File: config.mk
export PLATFORM = sky130hd
export DESIGN_NAME = writeback_stage
export DESIGN_NICKNAME = d
export VERILOG_FILES = /design/src/rtl/writeback_stage.sv
export SDC_FILE = /design/constraint.sdc
export NUM_CORES = 1
export LEC_CHECK = 0
export CAP_MARGIN = 20
export CELL_PAD_IN_SITES_DETAIL_PLACEMENT = 1
export CELL_PAD_IN_SITES_GLOBAL_PLACEMENT = 2
export CORE_MARGIN = 2
export CORE_UTILIZATION = 28
export DETAILED_ROUTE_END_ITERATION = 8
export MAX_ROUTING_LAYER = met4
export PLACE_DENSITY_LB_ADDON = 0.1
export SLEW_MARGIN = 10
export SYNTH_ARGS = -nofsm -noshare
export SYNTH_HDL_FRONTEND = slang
export SYNTH_SLANG_ARGS = --single-unit
File: constraint.sdc
create_clock -name clk -period 2.3 [get_ports clk]
set_clock_uncertainty 0.05 [all_clocks]
set_input_delay 0.345 -clock clk [delete_from_list [all_inputs] [get_ports clk]]
set_output_delay 0.345 -clock clk [all_outputs]
set_load 0.03 [all_outputs]
File: src/rtl/writeback_stage.sv
// writeback_stage: merges ALU results and queued load returns onto the single register-file write port.
// Latency: ALU 1 cycle; load return 2 cycles minimum, longer while the ALU holds the port. WB_BYPASS_EN adds forwarding.
// Backpressure: ALU is never stalled; ld_ready drops while the load-return queue is full.

module wb_fifo #(
    parameter int DEPTH = 4,
    parameter int AW    = 2,
    parameter int W     = 36
) (
    input  logic          clk,
    input  logic          rst,
    input  logic          push_vld,
    input  logic [W-1:0]  push_dat,
    input  logic          pop_vld,
    output logic [W-1:0]  pop_dat,
    output logic [AW:0]   count,
    output logic          full,
    output logic          empty
);
    // Generic circular FIFO; push is refused when full even if a pop happens in the same cycle.
    // Latency: pushed entry is visible at the head one cycle later.
    // Backpressure: full/empty derived from the registered count.

    logic [W-1:0]  mem [DEPTH];
    logic [AW-1:0] wr_ptr;
    logic [AW-1:0] rd_ptr;
    logic          do_push;
    logic          do_pop;

    assign full    = (count == (AW+1)'(DEPTH));
    assign empty   = (count == '0);
    assign do_push = push_vld && !full;
    assign do_pop  = pop_vld && !empty;
    assign pop_dat = mem[rd_ptr];

    always_ff @(posedge clk) begin
        if (do_push) begin
            mem[wr_ptr] <= push_dat;
        end
    end

    always_ff @(posedge clk) begin
        if (rst) begin
            wr_ptr <= '0;
            rd_ptr <= '0;
            count  <= '0;
        end else begin
            if (do_push) begin
                wr_ptr <= wr_ptr + 1'b1;
            end
            if (do_pop) begin
                rd_ptr <= rd_ptr + 1'b1;
            end
            case ({do_push, do_pop})
                2'b10:   count <= count + 1'b1;
                2'b01:   count <= count - 1'b1;
                default: count <= count;
            endcase
        end
    end
endmodule

module writeback_stage #(
    parameter int LQ_DEPTH = 4,
    parameter int LQ_AW    = 2
) (
    input  logic             clk,
    input  logic             rst,
    input  logic             alu_valid,
    input  logic [3:0]       alu_rd,
    input  logic [31:0]      alu_data,
    input  logic             ld_issue,
    input  logic [3:0]       ld_issue_rd,
    input  logic             ld_valid,
    output logic             ld_ready,
    input  logic [3:0]       ld_rd,
    input  logic [31:0]      ld_data,
    output logic [3:0]       rf_addr_w,
    output logic [31:0]      rf_data_w,
    output logic             rf_write_en,
    output logic [15:0]      busy_mask,
    output logic [LQ_AW:0]   lq_count,
    input  logic [3:0]       byp_addr_a,
    input  logic [3:0]       byp_addr_b,
    input  logic [31:0]      rf_rd_a,
    input  logic [31:0]      rf_rd_b,
    output logic [31:0]      fwd_a,
    output logic [31:0]      fwd_b
);
    typedef struct packed {
        logic [3:0]  rd;
        logic [31:0] data;
    } ld_ent_t;

    ld_ent_t     lq_head;
    ld_ent_t     lq_in;
    logic        lq_full;
    logic        lq_empty;
    logic        lq_pop;
    logic [15:0] busy_nxt;

    assign lq_in    = '{rd: ld_rd, data: ld_data};
    assign ld_ready = !rst && !lq_full;
    // The port is free for a load only when the ALU is idle this cycle.
    assign lq_pop   = !alu_valid && !lq_empty;

    wb_fifo #(
        .DEPTH (LQ_DEPTH),
        .AW    (LQ_AW),
        .W     ($bits(ld_ent_t))
    ) u_lq (
        .clk      (clk),
        .rst      (rst),
        .push_vld (ld_valid && ld_ready),
        .push_dat (lq_in),
        .pop_vld  (lq_pop),
        .pop_dat  (lq_head),
        .count    (lq_count),
        .full     (lq_full),
        .empty    (lq_empty)
    );

    // Set is applied after clear so a same-cycle issue to the retiring register wins.
    always_comb begin
        busy_nxt = busy_mask;
        if (lq_pop && lq_head.rd != 4'd0) begin
            busy_nxt[lq_head.rd] = 1'b0;
        end
        if (ld_issue && ld_issue_rd != 4'd0) begin
            busy_nxt[ld_issue_rd] = 1'b1;
        end
    end

    always_ff @(posedge clk) begin
        if (rst) begin
            rf_write_en <= 1'b0;
            rf_addr_w   <= 4'd0;
            rf_data_w   <= 32'd0;
            busy_mask   <= 16'd0;
        end else begin
            rf_write_en <= 1'b0;
            busy_mask   <= busy_nxt;
            if (alu_valid) begin
                if (alu_rd != 4'd0) begin
                    rf_write_en <= 1'b1;
                    rf_addr_w   <= alu_rd;
                    rf_data_w   <= alu_data;
                end
            end else if (lq_pop && lq_head.rd != 4'd0) begin
                rf_write_en <= 1'b1;
                rf_addr_w   <= lq_head.rd;
                rf_data_w   <= lq_head.data;
            end
        end
    end

`ifdef WB_BYPASS_EN
    // Register file writes land at the edge but reads are asynchronous: forward the in-flight write.
    assign fwd_a = (rf_write_en && rf_addr_w == byp_addr_a && byp_addr_a != 4'd0) ? rf_data_w : rf_rd_a;
    assign fwd_b = (rf_write_en && rf_addr_w == byp_addr_b && byp_addr_b != 4'd0) ? rf_data_w : rf_rd_b;
`else
    logic unused_byp;
    assign unused_byp = ^{byp_addr_a, byp_addr_b};
    assign fwd_a      = rf_rd_a;
    assign fwd_b      = rf_rd_b;
`endif

`ifndef SYNTHESIS
    a_no_issue_to_busy: assert property (@(posedge clk) disable iff (rst)
        !(ld_issue && ld_issue_rd != 4'd0 && busy_mask[ld_issue_rd]));
    a_no_alu_to_busy: assert property (@(posedge clk) disable iff (rst)
        !(alu_valid && alu_rd != 4'd0 && busy_mask[alu_rd]));
`endif
endmodule

==> results.py, run 1 <==
metrics = {
    "cells_and_area": {
        "fill_cells": 3445,
        "drive_gt1_frac": 0.2579,
        "finalCoreUtilization": 0.3669,
        "nets": 936,
        "area_growth_pct": 28.49,
        "fin_area_um2": 12000,
    },
    "drt": {
        "drt_iter0_markers": 231,
        "drt-total-wl_mm": 28.36,
        "firstDrtPassIters": 4,
        "drtAntennaViolNets": 0,
        "drc": 0,
        "via_per_inst": 4.823,
        "vias": 5985,
        "wire_per_inst_um": 22.85,
    },
    "synth": {
        "ys.flop_type": "edfxtp_1",
        "synth-edff-count": 144,
        "synth_area_um2": 9336,
        "ys_async_sr_fraction": 0,
        "synth-seq-area-share": 0.5961,
        "syn_area_per_cell_um2": 13.81,
        "synth.distinct_cells": 40,
        "syn_nets": 835,
        "synth_cells": 676,
        "ys_ff_latch": 206,
        "ys_warn_count": 0,
    },
    "clock_network": {
        "cts_tree": "yes",
        "clk_latency_ps": 520,
        "clockBufferDepth": 3,
        "clkTransAtPathRegs_ps": 60,
        "cts_sinks": 206,
        "h-tree-depth": 1,
        "hold_buffers": 0,
        "cts_setup_buffers": 0,
        "cts-root-buf": "clkbuf_16",
        "cts-resized-gates": 2,
        "numCtsBuffers": 25,
    },
    "worst_hold_path": {
        "min-delay-path-class": "in -> reg",
    },
    "placement": {
        "gp_congestion": 0.7639,
        "placed_area_um2": 11130,
        "post-dp-hpwl_mm": 19.37,
        "io_buffers": 137,
    },
    "floorplan": {
        "ios": 274,
        "initial_core_util": 0.2855,
        "die_w_um": 186.6,
        "die_y_um": 186.6,
        "design.die.area_um2": 34820,
        "core_um2": 32700,
        "num_rows": 66,
    },
    "power_and_ir_drop": {
        "ir_worst_vdd_uv": 532.2,
        "pwr_density_cell_nw_per_um2": 1008,
        "leakage_uw": 0.003984,
    },
    "sta": {
        "tightest_slew_ps": 970.7,
        "setup_tns_ps": 0,
        "setup_viol": 0,
        "layout_min_cycle_time_ps": 2238,
        "fin_crit_sh": 0.9729,
        "max_freq_mhz": 446.9,
        "finalMaxSlewViolations": 0,
        "max_slew_margin": 0.3514,
        "hold_viol": 0,
        "grt_setup_unrepaired": "yes",
    },
    "grt": {
        "overflow": 0,
        "grt_use_total": 0.1667,
        "grt_max_degree": 35,
        "grt_pass1_wl_mm": 42.81,
        "grt_pass1_vias": 6709,
        "antenna_found_initial": 4,
    },
    "setup_path": {
        "critPathLaunchType": "register",
        "worst-path-max-fanout": 9,
        "slowest_stage": "or4b_2",
        "cp.arrival_ps": 2590,
        "path_class": "reg -> reg",
        "reg2reg_slack_ps": 60,
        "cp-end-kind": "register",
        "worstPathRequired_ps": 2650,
        "path_cells": "mux4_2 > buf_12 > or4b_2 > o21ai_1 > a21oi_1",
        "cpPeakStageDelay_ps": 670,
    },
    "run_status": {
        "status": "finished, final reports clean",
    },
    "job": {
        "max_cap_viol_count": 0,
    },
}
-- logic make-up (layout without fill, tap and decap cells) --
| kind of cell | count (synthesis) | count (layout) | share of synthesized area |
|---|---|---|---|
| flip-flops | 206 | 206 | 0.5961 |
| AND/OR/NAND/NOR | 202 | 202 | 0.1372 |
| buffers and inverters | 114 | 233 | 0.07612 |
| AO/OA/AOI/OAI | 75 | 75 | 0.05160 |
| multiplexers | 68 | 68 | 0.1254 |
| adder cells (fa/ha/maj) | 6 | 6 | 0.008845 |
| XOR/XNOR | 5 | 5 | 0.004691 |
| other | 0 | 4 | 0 |
-- path summary, 6_finish.rpt --
check / start / end / cells past startpoint
worst min-delay path: rst / u_lq.count[0]$_SDFFE_PP0P_ / 3
worst min register to register: busy_mask[0]$_SDFF_PP0_ / busy_mask[0]$_SDFF_PP0_ / 1
worst max-delay path: register / busy_mask[6]$_SDFF_PP0_ / 5
worst max register to register: register / busy_mask[6]$_SDFF_PP0_ / 5
-- cell type report --
type | count | area [µm²] | share of cell area
clock inverter | 16 | 191.4 | 0.01596
multi-input combinational | 356 | 3105 | 0.2589
timing repair buffer | 179 | 1872 | 0.1560
tap | 442 | 553.0 | 0.04610
antenna | 4 | 10.01 | 0.0008344
sequential | 206 | 5570 | 0.4643
clock buffer | 29 | 660.6 | 0.05507
inverter | 9 | 33.78 | 0.002816
-- state kept, by name, summed over array words and instances (netlist names), named ones only --
name	count
u_lq.mem	144
rf_data_w	32
busy_mask	16
rf_addr_w	4
u_lq.count	3
u_lq.rd_ptr	2
u_lq.wr_ptr	2
rf_write_en	1
-- synthesized netlist by cell type (all sizes together) (12+ instances only) --
cell type    n  area share
dfxtp       62        0.13
o21ai       16      0.0086
nor2b       39       0.026
nand2       16      0.0064
a22oi       32       0.026
nand3      109       0.079
edfxtp     144        0.46
buf         79       0.062
mux4        36       0.087
a21oi       19       0.010
mux2        32       0.039
clkbuf      26       0.010
nor2        12      0.0048
-- power breakdown --
group / internal [µW] / total [µW] / switching, µW
combinational: 1570 / 3480 / 1900
sequential: 4330 / 4550 / 224
clock: 2500 / 4060 / 1560
total: 8400 / 12100 / 3680
-- metrics by stage --
| stage | power, µW | hold WS [ps] | instances | setup slack, ps |
|---|---|---|---|---|
| finish | 12090 | 239.7 | 1241 | 62.43 |
| CTS | 12330 | 228.0 | 1237 | 35.12 |
| global route | 12680 | 248.7 | 1241 | -14.67 |
| floorplan | 6848 | 393.9 | 676 | 65.05 |
| detailed placement | 8172 | 416.0 | 1192 | -221.2 |
| global placement | 8093 | 407.2 | 1192 | -134.2 |
-- critical path, delay by kind of cell (launching register included) --
kind / cells / cell delay (ps)
AND/OR/NAND/NOR: 1 / 670
multiplexers: 1 / 590
flip-flops: 1 / 410
AO/OA/AOI/OAI: 2 / 240
buffers and inverters: 1 / 170
-- layer usage --
| metal | vias to the layer above | track usage | part of all wire |
|---|---|---|---|
| met5 | - | - | 0 |
| met2 | 170 | 0.2848 | 0.50 |
| met4 | 0 | 0.05220 | 0.033 |
| met3 | 70 | 0.03423 | 0.051 |
| met1 | 3033 | 0.1973 | 0.42 |
| li1 | 2712 | - | - |
-- cell usage in the layout (no fill, tap or decap), drive strengths merged, types with 5 or more instances in the layout --
master,n
nand3,109
nand2,16
clkbuf,29
o21ai,16
ha,5
mux4,36
nand4,5
nor2b,39
nor2,12
mux2,32
inv,10
edfxtp,144
buf,43
a22oi,32
dfxtp,62
clkinv,9
clkdlybuf4s50,135
a21oi,19
Note: power is estimated with default switching activity, not from simulation.
==> run 2: changes to the inputs <==
--- a/config.mk
+++ b/config.mk
@@ -11,8 +11,10 @@
 export CORE_MARGIN = 2
 export CORE_UTILIZATION = 28
 export DETAILED_ROUTE_END_ITERATION = 8
+export HOLD_SLACK_MARGIN = 0.12
 export MAX_ROUTING_LAYER = met4
 export PLACE_DENSITY_LB_ADDON = 0.1
+export REMOVE_ABC_BUFFERS = 1
 export SLEW_MARGIN = 10
 export SYNTH_ARGS = -nofsm -noshare
 export SYNTH_HDL_FRONTEND = slang
==> run 2 against run 1 <==
  * Register-to-register slack barely moved
  * Core utilization is 0.44 points higher
  * Global-route usage rose by 2.4 points
  * Combinational power increased by 3%
  * Via count increased by 4.6%
  * Worst setup slack lost 4.0 ps
==> results.py, run 2 (synthesized netlist as in run 1, its figures left out) <==
metrics = {
    "drt": {
        "drt_iter0_markers": 339,
        "drc": 0,
        "vias": 6259,
        "via_per_inst": 4.967,
        "firstDrtPassIters": 4,
        "drt-total-wl_mm": 32.51,
        "wire_per_inst_um": 25.80,
        "drtAntennaViolNets": 0,
    },
    "setup_path": {
        "cpPeakStageDelay_ps": 670,
        "path_cells": "mux4_2 > buf_12 > or4b_2 > o21ai_1 > a21oi_1",
        "cp.arrival_ps": 2570,
        "cp-end-kind": "register",
        "path_class": "reg -> reg",
        "slowest_stage": "or4b_2",
        "critPathLaunchType": "register",
        "worst-path-max-fanout": 9,
        "worstPathRequired_ps": 2630,
    },
    "floorplan": {
        "num_rows": 66,
        "ios": 274,
        "design.die.area_um2": 34820,
        "initial_core_util": 0.2855,
        "die_y_um": 186.6,
        "die_w_um": 186.6,
        "core_um2": 32700,
    },
    "sta": {
        "grt_setup_unrepaired": "yes",
        "max_freq_mhz": 446.1,
        "max_slew_margin": 0.6118,
        "setup_tns_ps": 0,
        "finalMaxSlewViolations": 0,
        "setup_viol": 0,
        "hold_viol": 0,
        "tightest_slew_ps": 582.2,
        "layout_min_cycle_time_ps": 2242,
        "fin_crit_sh": 0.9746,
        "timing.hold.ws_ps": 293.8,
    },
    "placement": {
        "placed_area_um2": 11320,
        "io_buffers": 137,
        "gp_congestion": 0.7661,
        "post-dp-hpwl_mm": 22.36,
    },
    "clock_network": {
        "cts_sinks": 206,
        "cts_tree": "yes",
        "numCtsBuffers": 24,
        "cts-root-buf": "clkbuf_16",
        "clk_latency_ps": 520,
        "clkTransAtPathRegs_ps": 60,
        "h-tree-depth": 1,
        "clockBufferDepth": 3,
    },
    "grt": {
        "use_met3": 0.09818,
        "busiest_layer": "met2",
        "grt_use_met1": 0.2343,
        "antenna_found_initial": 3,
        "grt_pass1_wl_mm": 47.74,
        "grt_max_degree": 43,
        "grt_use_total": 0.1902,
        "overflow": 0,
        "grt_pass1_vias": 6777,
        "grt.met2_usage": 0.2814,
    },
    "power_and_ir_drop": {
        "leakage_uw": 0.004062,
        "pwr_density_cell_nw_per_um2": 981.5,
        "ir_worst_vdd_uv": 486.9,
        "total_power_uw": 11920,
    },
    "cells_and_area": {
        "layout_commonest_cell": "edfxtp_1",
        "fin_area_um2": 12140,
        "largest_register_ffs": 144,
        "drive_gt1_frac": 0.2724,
        "nets": 956,
        "layout_common_cells": "edfxtp_1, clkdlybuf4s50_1, nand3_1, dfxtp_1, buf_4",
        "finalCoreUtilization": 0.3713,
        "reg.largest.list": "u_lq.mem (144), rf_data_w (32), busy_mask (16)",
        "top_register": "u_lq.mem",
        "area_growth_pct": 30.03,
    },
    "worst_hold_path": {
        "min-delay-path-class": "in -> reg",
    },
    "run_status": {
        "status": "finished, final reports clean",
    },
    "job": {
        "max_cap_viol_count": 0,
    },
}
==> run 2: stage by stage <==
step | setup slack [ps] | instances
after floorplan | -2994 | 571
after global placement | 0.9734 | 1212
after detailed placement | -81.68 | 1212
after CTS | 1.757 | 1256
after global routing | -6.053 | 1260
final | 58.45 | 1260
==> run 2: what timing repair did <==
item,4_1_cts,5_1_grt
endpoints found under the setup margin,1,19
cloned,0,0
hold endpoints to repair,0,0
pin swaps,0,0
hold buffers,0,0
setup buffers,0,1
resized for setup,1,9
==> run 2: where the power goes <==
group	internal, µW	switching (µW)
sequential	4330	235
clock	2300	1470
combinational	1680	1910
==> run 2: final timing paths <==
kind                                              start  slack [ps]                    endpoint  cells after the start
worst min-delay path                                rst         290  u_lq.count[1]$_SDFFE_PP0P_                      3
worst max register to register                 register          60     busy_mask[7]$_SDFF_PP0_                      5
worst max-delay path                           register          60     busy_mask[7]$_SDFF_PP0_                      5
worst min register to register  busy_mask[0]$_SDFF_PP0_         420     busy_mask[0]$_SDFF_PP0_                      1
==> run 2: critical path: cells and delay by family (launching register included) <==
family | cells | cell delay (ps)
simple gates | 1 | 670
mux | 1 | 570
flops | 1 | 390
compound gates | 2 | 260
buf+inv | 1 | 170
==> run 2: layer usage <==
| metal | wire length, µm | vias to the layer above |
|---|---|---|
| met2 | 14310 | 307 |
| met1 | 13900 | 3173 |
| li1 | - | 2744 |
| met5 | 0 | - |
| met3 | 3906 | 35 |
| met4 | 399 | 0 |
==> run 2: layout make-up <==
cell class	count	area, µm²
Antenna cell	3	7.507
Clock buffer	28	636.9
Clock inverter	16	145.1
Fill cell	3427	20560
Inverter	9	33.78
Multi-Input combinational cell	356	3113
Sequential cell	206	5572
Tap cell	442	553.0
Timing Repair Buffer	200	2079
